File: src/rtl/m_ext_pkg.sv
// Purpose: shared types and constants for the M-extension divide unit.
// Contents: div_op_e (funct3[1:0] encoding), div_state_e (FSM states),
//           iteration count, counter width and the most negative 32-bit integer.
package m_ext_pkg;

   localparam int unsigned DIV_ITERS = 32;
   localparam int unsigned CNT_W     = 6;
   localparam logic [31:0] INT_MIN   = 32'h8000_0000;

   typedef enum logic [1:0] {
      DIV  = 2'b00,
      DIVU = 2'b01,
      REM  = 2'b10,
      REMU = 2'b11
   } div_op_e;

   typedef enum logic [1:0] {
      IDLE = 2'b00,
      CALC = 2'b01,
      DONE = 2'b10
   } div_state_e;

endpackage

File: src/rtl/div_iter_step.sv
// Purpose: one restoring radix-2 division step (shift, trial subtract, restore).
// Ports:
//   rem       in  XLEN+1  partial remainder before the step
//   quot      in  XLEN    dividend bits still to shift in / quotient bits so far
//   divisor   in  XLEN    magnitude of the divisor
//   rem_next  out XLEN+1  partial remainder after the step
//   quot_next out XLEN    quotient register after the step
module div_iter_step #(
   parameter int unsigned XLEN = 32
) (
   input  logic [XLEN:0]   rem,
   input  logic [XLEN-1:0] quot,
   input  logic [XLEN-1:0] divisor,
   output logic [XLEN:0]   rem_next,
   output logic [XLEN-1:0] quot_next
);

   localparam int unsigned RW = XLEN + 1;
   localparam int unsigned SW = XLEN + 2;

   logic [SW-1:0] shifted;
   logic          fits;

   // Bring in the next dividend bit; the trial subtract succeeds when the divisor fits.
   always_comb begin
      shifted   = {rem, quot[XLEN-1]};
      fits      = (shifted >= {2'b00, divisor});
      rem_next  = fits ? RW'(shifted - {2'b00, divisor}) : RW'(shifted);
      quot_next = {quot[XLEN-2:0], fits};
   end

endmodule

File: src/rtl/m_div_unit.sv
// Purpose: multicycle RV32M divider (DIV/DIVU/REM/REMU) with divide-by-zero and
//          signed-overflow fast paths, pipeline flush and one-cycle done pulse.
// Ports:
//   clk      in   clock, rising edge
//   rst      in   asynchronous reset, active low
//   start    in   request, sampled only in IDLE
//   op       in   funct3[1:0]: 00 DIV, 01 DIVU, 10 REM, 11 REMU
//   rs1_val  in   dividend
//   rs2_val  in   divisor
//   flush    in   abort; returns to IDLE without a done pulse
//   busy     out  high whenever the unit is not IDLE
//   done     out  one-cycle pulse with result valid
//   result   out  quotient or remainder, held until the next done
module m_div_unit
   import m_ext_pkg::*;
#(
   parameter int unsigned XLEN = 32
) (
   input  logic            clk,
   input  logic            rst,
   input  logic            start,
   input  logic [1:0]      op,
   input  logic [XLEN-1:0] rs1_val,
   input  logic [XLEN-1:0] rs2_val,
   input  logic            flush,
   output logic            busy,
   output logic            done,
   output logic [XLEN-1:0] result
);

   div_state_e        state_q, state_d;
   div_op_e           op_q, op_d;
   logic [CNT_W-1:0]  cnt_q, cnt_d;
   logic [XLEN:0]     rem_q, rem_d;
   logic [XLEN-1:0]   quot_q, quot_d;
   logic [XLEN-1:0]   dsr_q, dsr_d;
   logic [XLEN-1:0]   result_q, result_d;
   logic              qneg_q, qneg_d;
   logic              rneg_q, rneg_d;
   logic              busy_q, busy_d;
   logic              done_q, done_d;

   logic [XLEN:0]     step_rem;
   logic [XLEN-1:0]   step_quot;

   logic              req_signed, req_rem, req_div0, req_ovf;
   logic [XLEN-1:0]   abs1, abs2;
   logic [XLEN-1:0]   q_fix, r_fix;

   div_iter_step #(.XLEN(XLEN)) u_step (
      .rem       (rem_q),
      .quot      (quot_q),
      .divisor   (dsr_q),
      .rem_next  (step_rem),
      .quot_next (step_quot)
   );

   // Request decode and operand magnitudes for capture in IDLE.
   always_comb begin
      req_signed = ~op[0];
      req_rem    = op[1];
      req_div0   = (rs2_val == '0);
      req_ovf    = req_signed && (rs1_val == XLEN'(INT_MIN)) && (rs2_val == '1);
      abs1       = (req_signed && rs1_val[XLEN-1]) ? -rs1_val : rs1_val;
      abs2       = (req_signed && rs2_val[XLEN-1]) ? -rs2_val : rs2_val;
   end

   // Sign correction applied to the outcome of the final iteration.
   always_comb begin
      q_fix = qneg_q ? -step_quot : step_quot;
      r_fix = rneg_q ? -step_rem[XLEN-1:0] : step_rem[XLEN-1:0];
   end

   // Next-state and datapath update.
   always_comb begin
      state_d  = state_q;
      op_d     = op_q;
      cnt_d    = cnt_q;
      rem_d    = rem_q;
      quot_d   = quot_q;
      dsr_d    = dsr_q;
      qneg_d   = qneg_q;
      rneg_d   = rneg_q;
      result_d = result_q;

      if (flush) begin
         state_d = IDLE;
      end else begin
         case (state_q)
            IDLE: begin
               if (start) begin
                  op_d = div_op_e'(op);
                  if (req_div0) begin
                     state_d  = DONE;
                     result_d = req_rem ? rs1_val : '1;
                  end else if (req_ovf) begin
                     state_d  = DONE;
                     result_d = req_rem ? '0 : XLEN'(INT_MIN);
                  end else begin
                     state_d = CALC;
                     cnt_d   = '0;
                     rem_d   = '0;
                     quot_d  = abs1;
                     dsr_d   = abs2;
                     qneg_d  = req_signed && (rs1_val[XLEN-1] ^ rs2_val[XLEN-1]);
                     rneg_d  = req_signed && rs1_val[XLEN-1];
                  end
               end
            end
            CALC: begin
               rem_d  = step_rem;
               quot_d = step_quot;
               cnt_d  = cnt_q + CNT_W'(1);
               if (cnt_q == CNT_W'(DIV_ITERS - 1)) begin
                  state_d  = DONE;
                  result_d = ((op_q == REM) || (op_q == REMU)) ? r_fix : q_fix;
               end
            end
            DONE: begin
               state_d = IDLE;
            end
            default: begin
               state_d = IDLE;
            end
         endcase
      end

      busy_d = (state_d != IDLE);
      done_d = (state_d == DONE);
   end

   // State and datapath registers.
   always_ff @(posedge clk or negedge rst) begin
      if (!rst) begin
         state_q  <= IDLE;
         op_q     <= DIV;
         cnt_q    <= '0;
         rem_q    <= '0;
         quot_q   <= '0;
         dsr_q    <= '0;
         qneg_q   <= 1'b0;
         rneg_q   <= 1'b0;
         result_q <= '0;
         busy_q   <= 1'b0;
         done_q   <= 1'b0;
      end else begin
         state_q  <= state_d;
         op_q     <= op_d;
         cnt_q    <= cnt_d;
         rem_q    <= rem_d;
         quot_q   <= quot_d;
         dsr_q    <= dsr_d;
         qneg_q   <= qneg_d;
         rneg_q   <= rneg_d;
         result_q <= result_d;
         busy_q   <= busy_d;
         done_q   <= done_d;
      end
   end

   assign busy   = busy_q;
   assign done   = done_q;
   assign result = result_q;

endmodule

File: config.mk
export PLATFORM = sky130hd
export DESIGN_NAME = m_div_unit
export DESIGN_NICKNAME = d
export VERILOG_FILES = /design/src/rtl/m_ext_pkg.sv /design/src/rtl/div_iter_step.sv /design/src/rtl/m_div_unit.sv
export SDC_FILE = /design/constraint.sdc
export NUM_CORES = 1
export LEC_CHECK = 0
export ABC_AREA = 1
export CORE_MARGIN = 4
export CORE_UTILIZATION = 55
export CTS_BUF_LIST = sky130_fd_sc_hd__clkbuf_4
export DETAILED_ROUTE_END_ITERATION = 10
export GPL_TIMING_DRIVEN = 1
export PLACE_DENSITY = 0.87
export REMOVE_ABC_BUFFERS = 1
export SYNTH_ARGS = -nofsm -noshare
export SYNTH_HDL_FRONTEND = slang
export SYNTH_SLANG_ARGS = --single-unit
export TNS_END_PERCENT = 100
File: constraint.sdc
create_clock -name clk -period 4.05 [get_ports clk]
set_clock_uncertainty 0.2 [all_clocks]
set_input_delay 0.405 -clock clk [delete_from_list [all_inputs] [get_ports clk]]
set_output_delay 0.405 -clock clk [all_outputs]
set_load 0.01 [all_outputs]
==> impl_metrics.csv, run 1 <==
group,metric,value,unit
logic_synthesis,syn_area,12600,um2
route,vias,14200,
route,drt_first_pass_iters,8,
logic_synthesis,synth_async_sr_flop_share,100,%
logic_synthesis,avg_cell_area_syn,6.19,um2
clocking,clk_latency,0.57,ns
route,drt.antenna.violating_nets,0,
sta,slew_violations,0,
worst_setup_path,cp_slowest_stage_delay,0.42,ns
power,max-vdd-ir-drop,0.000413,V
logic_synthesis,synth-seq-cells,142,
placement,placement.setup.worst_slack,-0.0642,ns
layout,nets,2253,
clocking,clk_path_buf_depth,2,
sta,worstMarginPinSlew,1.01,ns
layout,instances_no_fill,2442,
placement,detailed_placement_wirelength_estimate,32.2,mm
die,fp.dieH,160,um
placement,placed_cells_incl_taps,2398,
logic_synthesis,postSynthCellCount,2040,
sta,relSlewSlack,32.3,%
global_routing,initial_antenna_violation_count,2,
route,viasPerCell,5.82,
worst_setup_path,crit_family,"simple AND/OR/NAND/NOR gates",
sta,final.period_utilization,97.3,%
worst_setup_path,critical_path.max_fanout,4,
die,io_pins,104,
logic_synthesis,synth_largest_area_cell,"dfrtp_1",
die,floorplan.initialDensity,55.8,%
power,power.density_cell_area,729,nW/um2
die,floorplan.rows,55,
placement,placement.io_buffers,103,
flow_run,max-cap-violations,0,
die,dieWidth,160,um
logic_synthesis,synth_edf_count,0,
placement,gp_congestion,0.956,
global_routing,grt_pass1_vias,13200,
worst_setup_path,worstSetupPathDepth,26,
layout,final_layout_size_suffix_gt1_share,9.84,%
logic_synthesis,synth_warnings,0,
clocking,clock_sinks,142,
worst_setup_path,crit_type,"reg -> reg",
logic_synthesis,seq_area_frac_synth,28.1,%
logic_synthesis,ys.flop_type,"dfrtp_1",
logic_synthesis,synth.lib_cells_used.distinct,53,
logic_synthesis,synthDominantCellAreaShare,28.1,%
route,wl_per_cell,17.3,um
worst_setup_path,required,4.37,ns
route,detail_route.drc_violations,0,
worst_setup_path,crit_arrival,4.27,ns
worst_setup_path,crit_path_end_kind,"flip-flop",
clocking,cts-htree-levels,4,
logic_synthesis,synth_top_cells_by_area,"dfrtp_1, nand2_1, o21ai_0, inv_1, nand3_1",
route,routed_wl,42.2,mm
worst_setup_path,r2r.worst_path.cells,26,
global_routing,grt_first_pass_wirelength,67.7,mm
power,leakagePower,7.18,nW
worst_setup_path,timing.critical_path.from_type,"flip-flop",
layout,layout-area-overhead-vs-synth,16.3,%
clocking,cts_root_buf,"clkbuf_4",
sta,setup-violations-final,0,
worst_setup_path,critPathSlowestCell,"dfrtp_1",
sta,max_clock_freq,254,MHz
sta,final_critical_period,3.94,ns
sta,fin_hold_ws,0.166,ns
sta,final_critical_path_setup_slack,0.108,ns
min_path,hp-class,"in -> async",
outcome,outcome,"finished, final reports clean",
sta,tns,0,ns
sta,setup_repair_after_global_routing_missed_its_margin,"yes",
global_routing,largest_net_degree_at_the_start_of_global_routing,83,
clocking,clkSlewWorstSetupHoldPaths,0.14,ns
route,detail_route.iter0.violations,1698,
global_routing,globalRoute.totalOverflow,0,
global_routing,global_route.usage.total,32.3,%
sta,finalHoldViolCount,0,
die,die_area,25400,um2
die,core,22600,um2
worst_setup_path,timing.critical_path.buf_inv,4,
clocking,tritoncts_clock_tree,"yes",
clocking,cts_made_buffers,17,
-- worst register-to-register path, delay by kind of cell (launching register included) --
| kind | cells | cell delay [ns] |
|---|---|---|
| fa+ha+maj | 3 | 0.74 |
| flops | 1 | 0.42 |
| compound gates | 3 | 0.40 |
| buf+inv | 4 | 0.32 |
| simple gates | 16 | 1.84 |
-- where the power goes --
group	leakage [nW]	total (mW)	internal, mW	switching [mW]
sequential	1.82	2.07	1.76	0.312
combinational	5.21	7.61	2.54	5.07
clock	0.152	1.02	0.435	0.581
total	7.18	10.7	4.74	5.97
-- placed cells by master (no fill, tap or decap), types with 4 or more instances in the layout --
cell type	count
a21oi_1	102
a21oi_2	6
a31oi_1	8
buf_12	5
buf_4	44
clkbuf_4	18
clkdlybuf4s50_1	102
clkinv_1	5
dfrtp_1	142
ha_1	30
ha_4	5
inv_1	252
inv_2	19
inv_6	4
nand2_1	562
nand2_2	35
nand3_1	146
nand3_2	5
nand4_1	24
nor2_1	184
nor2_2	28
nor2_4	8
nor3_1	39
nor4_1	9
o211ai_1	15
o21ai_0	191
o21ai_1	26
o21ai_2	6
o21bai_1	7
o22ai_1	21
xnor2_1	14
xor2_1	42
-- Yosys cell counts (all sizes together) (3+ instances only) --
cell type,instances
nand2,600
inv,272
o21ai,223
nor2,221
nand3,152
dfrtp,142
a21oi,110
clkbuf,46
nor3,42
xor2,42
ha,38
buf,24
nand4,24
o22ai,21
o211ai,15
xnor2,14
nor4,9
a31oi,8
o21bai,8
clkinv,5
a22oi,3
o221ai,3
or2,3
-- final cells by class --
type / count / area [um2]
multi-input combinational: 1551 / 7900
fill: 2109 / 7960
antenna: 2 / 5.00
inverter: 277 / 1040
tap: 285 / 357
sequential: 142 / 3550
timing repair buffer: 155 / 1530
clock inverter: 12 / 161
clock buffer: 18 / 135
-- per-stage QoR --
stage / util, % / instance area, um2 / total power, mW
6_report: 64.8 / 14700 / 10.7
4_1_cts: 63.6 / 14400 / 10.2
2_1_floorplan: - / 12300 / 7.05
5_1_grt: 64.8 / 14700 / 11.6
3_5_place_dp: 62.2 / 14100 / 9.18
3_3_place_gp: 62.2 / 14100 / 9.08
-- final timing paths --
check	startpoint	endpoint	slack (ns)
worst max register to register	quot_q[31]$_DFFE_PN0P_	result[24]$_DFFE_PN0P_	0.11
worst min-delay path	rst	result[26]$_DFFE_PN0P_	0.17
worst max-delay path	quot_q[31]$_DFFE_PN0P_	result[24]$_DFFE_PN0P_	0.11
worst min register to register	result[10]$_DFFE_PN0P_	result[10]$_DFFE_PN0P_	0.30
min in group clk	result[10]$_DFFE_PN0P_	result[10]$_DFFE_PN0P_	0.30
max in group asynchronous	rst	rem_q[13]$_DFFE_PN0P_	2.60
-- state kept, by name, summed over array words and instances (netlist names) --
signal and cells:
rem_q 33, qneg_q 1, done 1, cnt_q 6, busy 1, state_q 2
quot_q 32, dsr_q 32, rneg_q 1, op_q 1, result 32
-- kinds of logic after synthesis --
| kind of cell | after synthesis | share of synthesized area (%) |
|---|---|---|
| simple gates | 1056 | 36.0 |
| compound gates | 400 | 17.3 |
| fa+ha+maj | 39 | 3.92 |
| flops | 142 | 28.1 |
| xor+xnor | 56 | 3.88 |
| buf+inv | 347 | 10.8 |
-- metal layers --
layer,global-route usage [%],share of wire [%]
met1,45.0,43
met2,50.4,45
met3,5.70,8.6
met4,12.0,3.8
met5,0,0
-- repair_timing --
action,in CTS,in global routing
setup endpoints to repair,2,21
hold buffers,1,0
setup buffers,1,9
cloned,0,1
gates resized for setup,2,45
pin swaps,1,11
hold endpoints to repair,68,0
Note: power is estimated with default switching activity, not from simulation.
==> inputs of run 2 (changes only) <==
- clock period: 4.05 -> 5.1 ns (I/O delays scaled with it)
==> run 2 against run 1 <==
Largest cell class unchanged. Clock power down 18%. Global-route usage shrank 1.1 points. First-iteration DRC count grew 1.3%. Flip-flop and latch count is the same. Die area did not move. Critical endpoint is now result[28]$_DFFE_PN0P_. Final cell count decreased by 1.6%. Register-to-register slack improved by 0.40 ns. Routed wire length decreased by 3.6%. Via count is 1.0% lower. Cell area shrank 3.8%. Total power fell by 24%. Count of clock-buffer cells in the layout down 1.
==> impl_metrics.csv, run 2 (synthesis gave the netlist of run 1 again) <==
group,metric,value,unit
flow_run,max-cap-violations,0,
route,detail_route.drc_violations,0,
clocking,clk_path_buf_depth,2,
die,floorplan.rows,55,
clocking,cts_made_buffers,17,
sta,finalHoldViolCount,0,
route,drt_first_pass_iters,6,
global_routing,globalRoute.totalOverflow,0,
clocking,cts_setup_buffers,0,
route,viasPerCell,5.85,
placement,placed_cells_incl_taps,2369,
clocking,clk_latency,0.61,ns
placement,gp_congestion,1.03,
worst_setup_path,crit_arrival,4.93,ns
global_routing,global_route.usage.total,31.2,%
die,dieWidth,160,um
route,drt.antenna.violating_nets,0,
clocking,cts_root_buf,"clkbuf_4",
layout,nets,2213,
route,routed_wl,40.7,mm
global_routing,gr-usage-met1,42.2,%
global_routing,largest_net_degree_at_the_start_of_global_routing,101,
clocking,clock_sinks,142,
layout,layout_common_cells,"nand2_1, inv_1, o21ai_0",
die,die_area,25400,um2
placement,placement.io_buffers,103,
worst_setup_path,crit_path_end_kind,"flip-flop",
sta,setup-violations-final,0,
sta,final.period_utilization,90.1,%
die,core,22600,um2
worst_setup_path,required,5.43,ns
worst_setup_path,critical_path.max_fanout,48,
die,io_pins,104,
global_routing,grt_first_pass_wirelength,65.6,mm
sta,max_clock_freq,218,MHz
die,fp.dieH,160,um
sta,tns,0,ns
layout,leading_cell_type_in_the_layout_fill_and_taps_excluded,"nand2_1",
outcome,outcome,"finished, final reports clean",
power,max-vdd-ir-drop,0.000346,V
layout,finish.utilization,62.4,%
layout,final_layout_size_suffix_gt1_share,6.47,%
global_routing,grt_busiest_layer,"met2",
global_routing,initial_antenna_violation_count,2,
layout,instances_no_fill,2403,
sta,final_critical_period,4.59,ns
sta,relSlewSlack,28.3,%
worst_setup_path,crit_type,"reg -> reg",
route,detail_route.iter0.violations,1720,
placement,detailed_placement_wirelength_estimate,31.0,mm
power,leakagePower,6.96,nW
global_routing,grt_pass1_vias,13100,
worst_setup_path,timing.critical_path.from_type,"flip-flop",
sta,setup_repair_after_global_routing_missed_its_margin,"no",
layout,regMostFlops,"rem_q",
route,wl_per_cell,16.9,um
layout,largest_reg_flops,33,
clocking,clkSlewWorstSetupHoldPaths,0.13,ns
min_path,hp-class,"reg -> reg",
global_routing,grt.met2_usage,49.0,%
sta,worstMarginPinSlew,1.07,ns
layout,layout-area-overhead-vs-synth,11.9,%
route,vias,14100,
die,floorplan.initialDensity,55.8,%
clocking,tritoncts_clock_tree,"yes",
power,power.density_cell_area,572,nW/um2
clocking,cts-htree-levels,4,
sta,slew_violations,0,
global_routing,groute.layer.met3.usage,5.57,%
power,post-layout-total-power,8.08,mW
## run 2: final cells by class
type,instances,area [um2]
fillers,2127,8510
clock buffers,17,128
diodes,1,2.50
inverters,277,1040
repair buffers,115,1120
clock inverters,15,188
flip-flops and latches,142,3550
multi-input cells,1551,7730
well taps,285,357
## run 2: path summary, 6_finish.rpt
path	start	end	slack, ns	depth (start not counted)
setup / recovery	quot_q[31]$_DFFE_PN0P_	result[28]$_DFFE_PN0P_	0.51	26
hold / removal	result[28]$_DFFE_PN0P_	result[28]$_DFFE_PN0P_	0.30	2
setup reg to reg	quot_q[31]$_DFFE_PN0P_	result[28]$_DFFE_PN0P_	0.51	26
hold reg to reg	result[28]$_DFFE_PN0P_	result[28]$_DFFE_PN0P_	0.30	2
max in group asynchronous	rst	dsr_q[9]$_DFFE_PN0P_	3.22	3
min in group asynchronous	rst	result[26]$_DFFE_PN0P_	0.35	2
## run 2: repair_timing
action / 4_1_cts / 5_1_grt
hold endpoints to repair: 99 / 0
endpoints found under the setup margin: 0 / 1
hold buffers: 1 / 0
gates resized for setup: 0 / 2
## run 2: metrics by stage
stage	hold WS, ns	cell area, um2	setup WS, ns
3_5_place_dp	0.266	13800	0.338
5_1_grt	0.322	14100	0.0426
4_1_cts	0.297	14100	0.546
6_report	0.296	14100	0.506
3_3_place_gp	0.262	13800	0.493
2_1_floorplan	0.0144	12300	-1.08
## run 2: layer usage
layer	wire length (um)	vias up
met1	16900	6425
li1	-	6738
met4	1770	2
met5	6	-
met2	18400	766
met3	3600	136
## run 2: power by group
part | switching [mW] | internal, mW | leakage (nW)
clock | 0.491 | 0.348 | 0.166
sequential | 0.251 | 1.40 | 1.82
combinational | 3.85 | 1.74 | 4.97
## run 2: worst max-delay path: stages (launching register included)
cell     delay [ns]
dfrtp_1        0.40
inv_1          0.08
ha_1           0.16
inv_1          0.08
fa_1           0.42
nand3_1        0.13
nand3_2        0.15
nand2_2        0.11
nand2_2        0.07
nand2_4        0.14
nand2_8        0.23
inv_6          0.22
ha_1           0.19
nand2_1        0.11
nor2_1         0.26
nand4_1        0.19
inv_1          0.13
nand4_1        0.18
nor2_1         0.22
nand4_1        0.16
o21ai_1        0.18
o21ai_0        0.10
a21oi_1        0.15
nor2_1         0.06
nand2_1        0.10
nand2_1        0.05
nand2_1        0.05
==> inputs of run 3 (changes only) <==
- PLACE_DENSITY: 0.87 -> 0.76
==> run 3 against run 2 <==
Die area stayed put. Highest routed layer is now met4. Sequential power hardly changed. Largest power group unchanged. Count of clock-buffer cells in the layout stayed put. Routed wire length is 2.2% higher. Largest cell class unchanged. Fmax is 1.3% lower.
==> impl_metrics.csv, run 3 (synthesis gave the netlist of run 1 again) <==
group,metric,value,unit
clocking,clkSlewWorstSetupHoldPaths,0.16,ns
flow_run,max-cap-violations,0,
layout,largest_reg_flops,33,
layout,layout-area-overhead-vs-synth,11.8,%
layout,layout_common_cells,"nand2_1, inv_1, o21ai_0",
clocking,cts_made_buffers,17,
sta,finalHoldViolCount,0,
route,viasPerCell,5.72,
global_routing,largest_net_degree_at_the_start_of_global_routing,84,
sta,slew_violations,0,
placement,detailed_placement_wirelength_estimate,32.3,mm
global_routing,grt.met2_usage,50.6,%
worst_setup_path,cp_slowest_stage_delay,0.46,ns
clocking,cts_setup_buffers,0,
worst_setup_path,critPathSlowestCell,"fa_1",
die,fp.dieH,160,um
global_routing,groute.layer.met3.usage,5.00,%
worst_setup_path,timing.critical_path.from_type,"flip-flop",
placement,placement.setup.worst_slack,0.499,ns
placement,placement.io_buffers,103,
placement,placed_cells_incl_taps,2372,
sta,final.period_utilization,91.3,%
sta,final_critical_period,4.66,ns
route,detail_route.iter0.violations,1272,
sta,final_critical_path_setup_slack,0.444,ns
die,dieWidth,160,um
layout,final_layout_size_suffix_gt1_share,6.65,%
worst_setup_path,timing.critical_path.buf_inv,4,
sta,worstMarginPinSlew,1.02,ns
layout,regMostFlops,"rem_q",
die,io_pins,104,
placement,gp_congestion,1.00,
power,leakagePower,6.96,nW
route,detail_route.drc_violations,0,
layout,instances_no_fill,2406,
global_routing,grt_pass1_vias,12700,
worst_setup_path,crit_family,"simple AND/OR/NAND/NOR gates",
sta,setup-violations-final,0,
min_path,hp-class,"in -> async",
die,core,22600,um2
worst_setup_path,crit_start,"quot_q[31]$_DFFE_PN0P_",
worst_setup_path,required,5.44,ns
die,floorplan.initialDensity,55.8,%
clocking,tritoncts_clock_tree,"yes",
clocking,clk_path_buf_depth,2,
clocking,cts-htree-levels,4,
route,drt_first_pass_iters,6,
worst_setup_path,start_of_the_worst_register_to_register_path,"quot_q[31]$_DFFE_PN0P_",
worst_setup_path,worstSetupPathDepth,26,
worst_setup_path,crit_type,"reg -> reg",
power,post-layout-total-power,7.99,mW
route,routed_wl,41.6,mm
worst_setup_path,critical_path.max_fanout,48,
global_routing,initial_antenna_violation_count,1,
clocking,clock_sinks,142,
sta,max_clock_freq,215,MHz
outcome,outcome,"finished, final reports clean",
worst_setup_path,r2r_end,"result[28]$_DFFE_PN0P_",
worst_setup_path,crit_arrival,4.99,ns
global_routing,grt_busiest_layer,"met2",
die,die_area,25400,um2
power,max-vdd-ir-drop,0.000422,V
layout,multiInputGateArea,7730,um2
worst_setup_path,cpMostUsedCell,"nand2_1",
worst_setup_path,timing.reg2reg.setup_slack,0.44,ns
worst_setup_path,setup.worst_path.end,"result[28]$_DFFE_PN0P_",
power,power.density_cell_area,566,nW/um2
sta,setup_repair_after_global_routing_missed_its_margin,"no",
sta,tns,0,ns
sta,relSlewSlack,31.7,%
layout,ff_latch_area,3550,um2
clocking,cts_root_buf,"clkbuf_4",
route,wl_per_cell,17.3,um
layout,nets,2216,
layout,nFillCells,2274,
layout,leading_cell_type_in_the_layout_fill_and_taps_excluded,"nand2_1",
die,floorplan.rows,55,
route,drt.antenna.violating_nets,0,
global_routing,grt_first_pass_wirelength,66.9,mm
global_routing,global_route.usage.total,32.4,%
worst_setup_path,crit_path_end_kind,"flip-flop",
clocking,clk_latency,0.62,ns
route,vias,13800,
worst_setup_path,r2r.worst_path.cells,26,
global_routing,gr-usage-met1,47.1,%
global_routing,globalRoute.totalOverflow,0,
[run 3: cell count changes in the layout (fill, tap and decap cells not counted), sizes merged]
cell / change
clkinv: -2
bufinv: -3
inv: +6
clkinvlp: -1
buf: +3
[run 3: worst min path at each step]
stage | start | to | slack, ns | depth (start not counted)
6_report | rst | rem_q[29]$_DFFE_PN0P_ | 0.14 | 2
5_1_grt | rst | rem_q[29]$_DFFE_PN0P_ | 0.14 | 2
4_1_cts | rst | rem_q[29]$_DFFE_PN0P_ | 0.11 | 2
3_5_place_dp | rst | rem_q[32]$_DFFE_PN0P_ | 0.20 | 1
3_3_place_gp | rst | rem_q[32]$_DFFE_PN0P_ | 0.20 | 1
2_1_floorplan | rst | busy$_DFF_PN0_ | 0.01 | 0
[run 3: layer usage]
layer | vias to the layer above | routed length [um]
li1 | 6743 | -
met4 | 0 | 945
met1 | 6364 | 18800
met5 | - | 0
met3 | 71 | 3020
met2 | 574 | 18900
[run 3: cell type report]
type / count / area share [%]
inverters: 277 / 7.40
multi-input cells: 1551 / 54.8
diodes: 1 / 0.0177
clock inverters: 15 / 1.05
clock buffers: 17 / 0.904
well taps: 285 / 2.53
flip-flops and latches: 142 / 25.2
repair buffers: 118 / 8.13
[run 3: worst reg2reg max path, stage by stage, from the launching register on]
cell and delay, ns:
dfrtp_1 0.41, inv_1 0.09, ha_1 0.15, inv_1 0.09, fa_1 0.46, nand3_1 0.14, nand3_2 0.16, nand2_2 0.11
nand2_2 0.07, nand2_4 0.15, nand2_8 0.24, inv_6 0.24, ha_1 0.20, nand2_1 0.11, nor2_2 0.21, nand4_1 0.13
inv_1 0.14, nand4_1 0.15, nor2_1 0.21, nand4_1 0.15, o21ai_0 0.25, o21ai_0 0.11, a21oi_1 0.15, nor2_1 0.05
nand2_1 0.10, nand2_1 0.05, nand2_1 0.05
[run 3: where the power goes]
part / switching (mW) / internal (mW) / total (mW)
Sequential: 0.225 / 1.40 / 1.62
Clock: 0.531 / 0.223 / 0.754
Combinational: 3.86 / 1.75 / 5.61
[run 3: repair_timing]
item | in CTS | in global routing
resized for setup | 0 | 2
setup endpoints to repair | 0 | 1
hold buffers | 1 | 0
hold endpoints to repair | 28 | 0
[run 3: stage by stage]
stage	hold slack, ns	area [um2]	utilization (%)
global placement	0.204	13800	61.0
CTS	0.115	14100	62.3
global route	0.137	14100	62.3
floorplan	0.0144	12300	-
detailed placement	0.204	13800	61.0
finish	0.139	14100	62.3
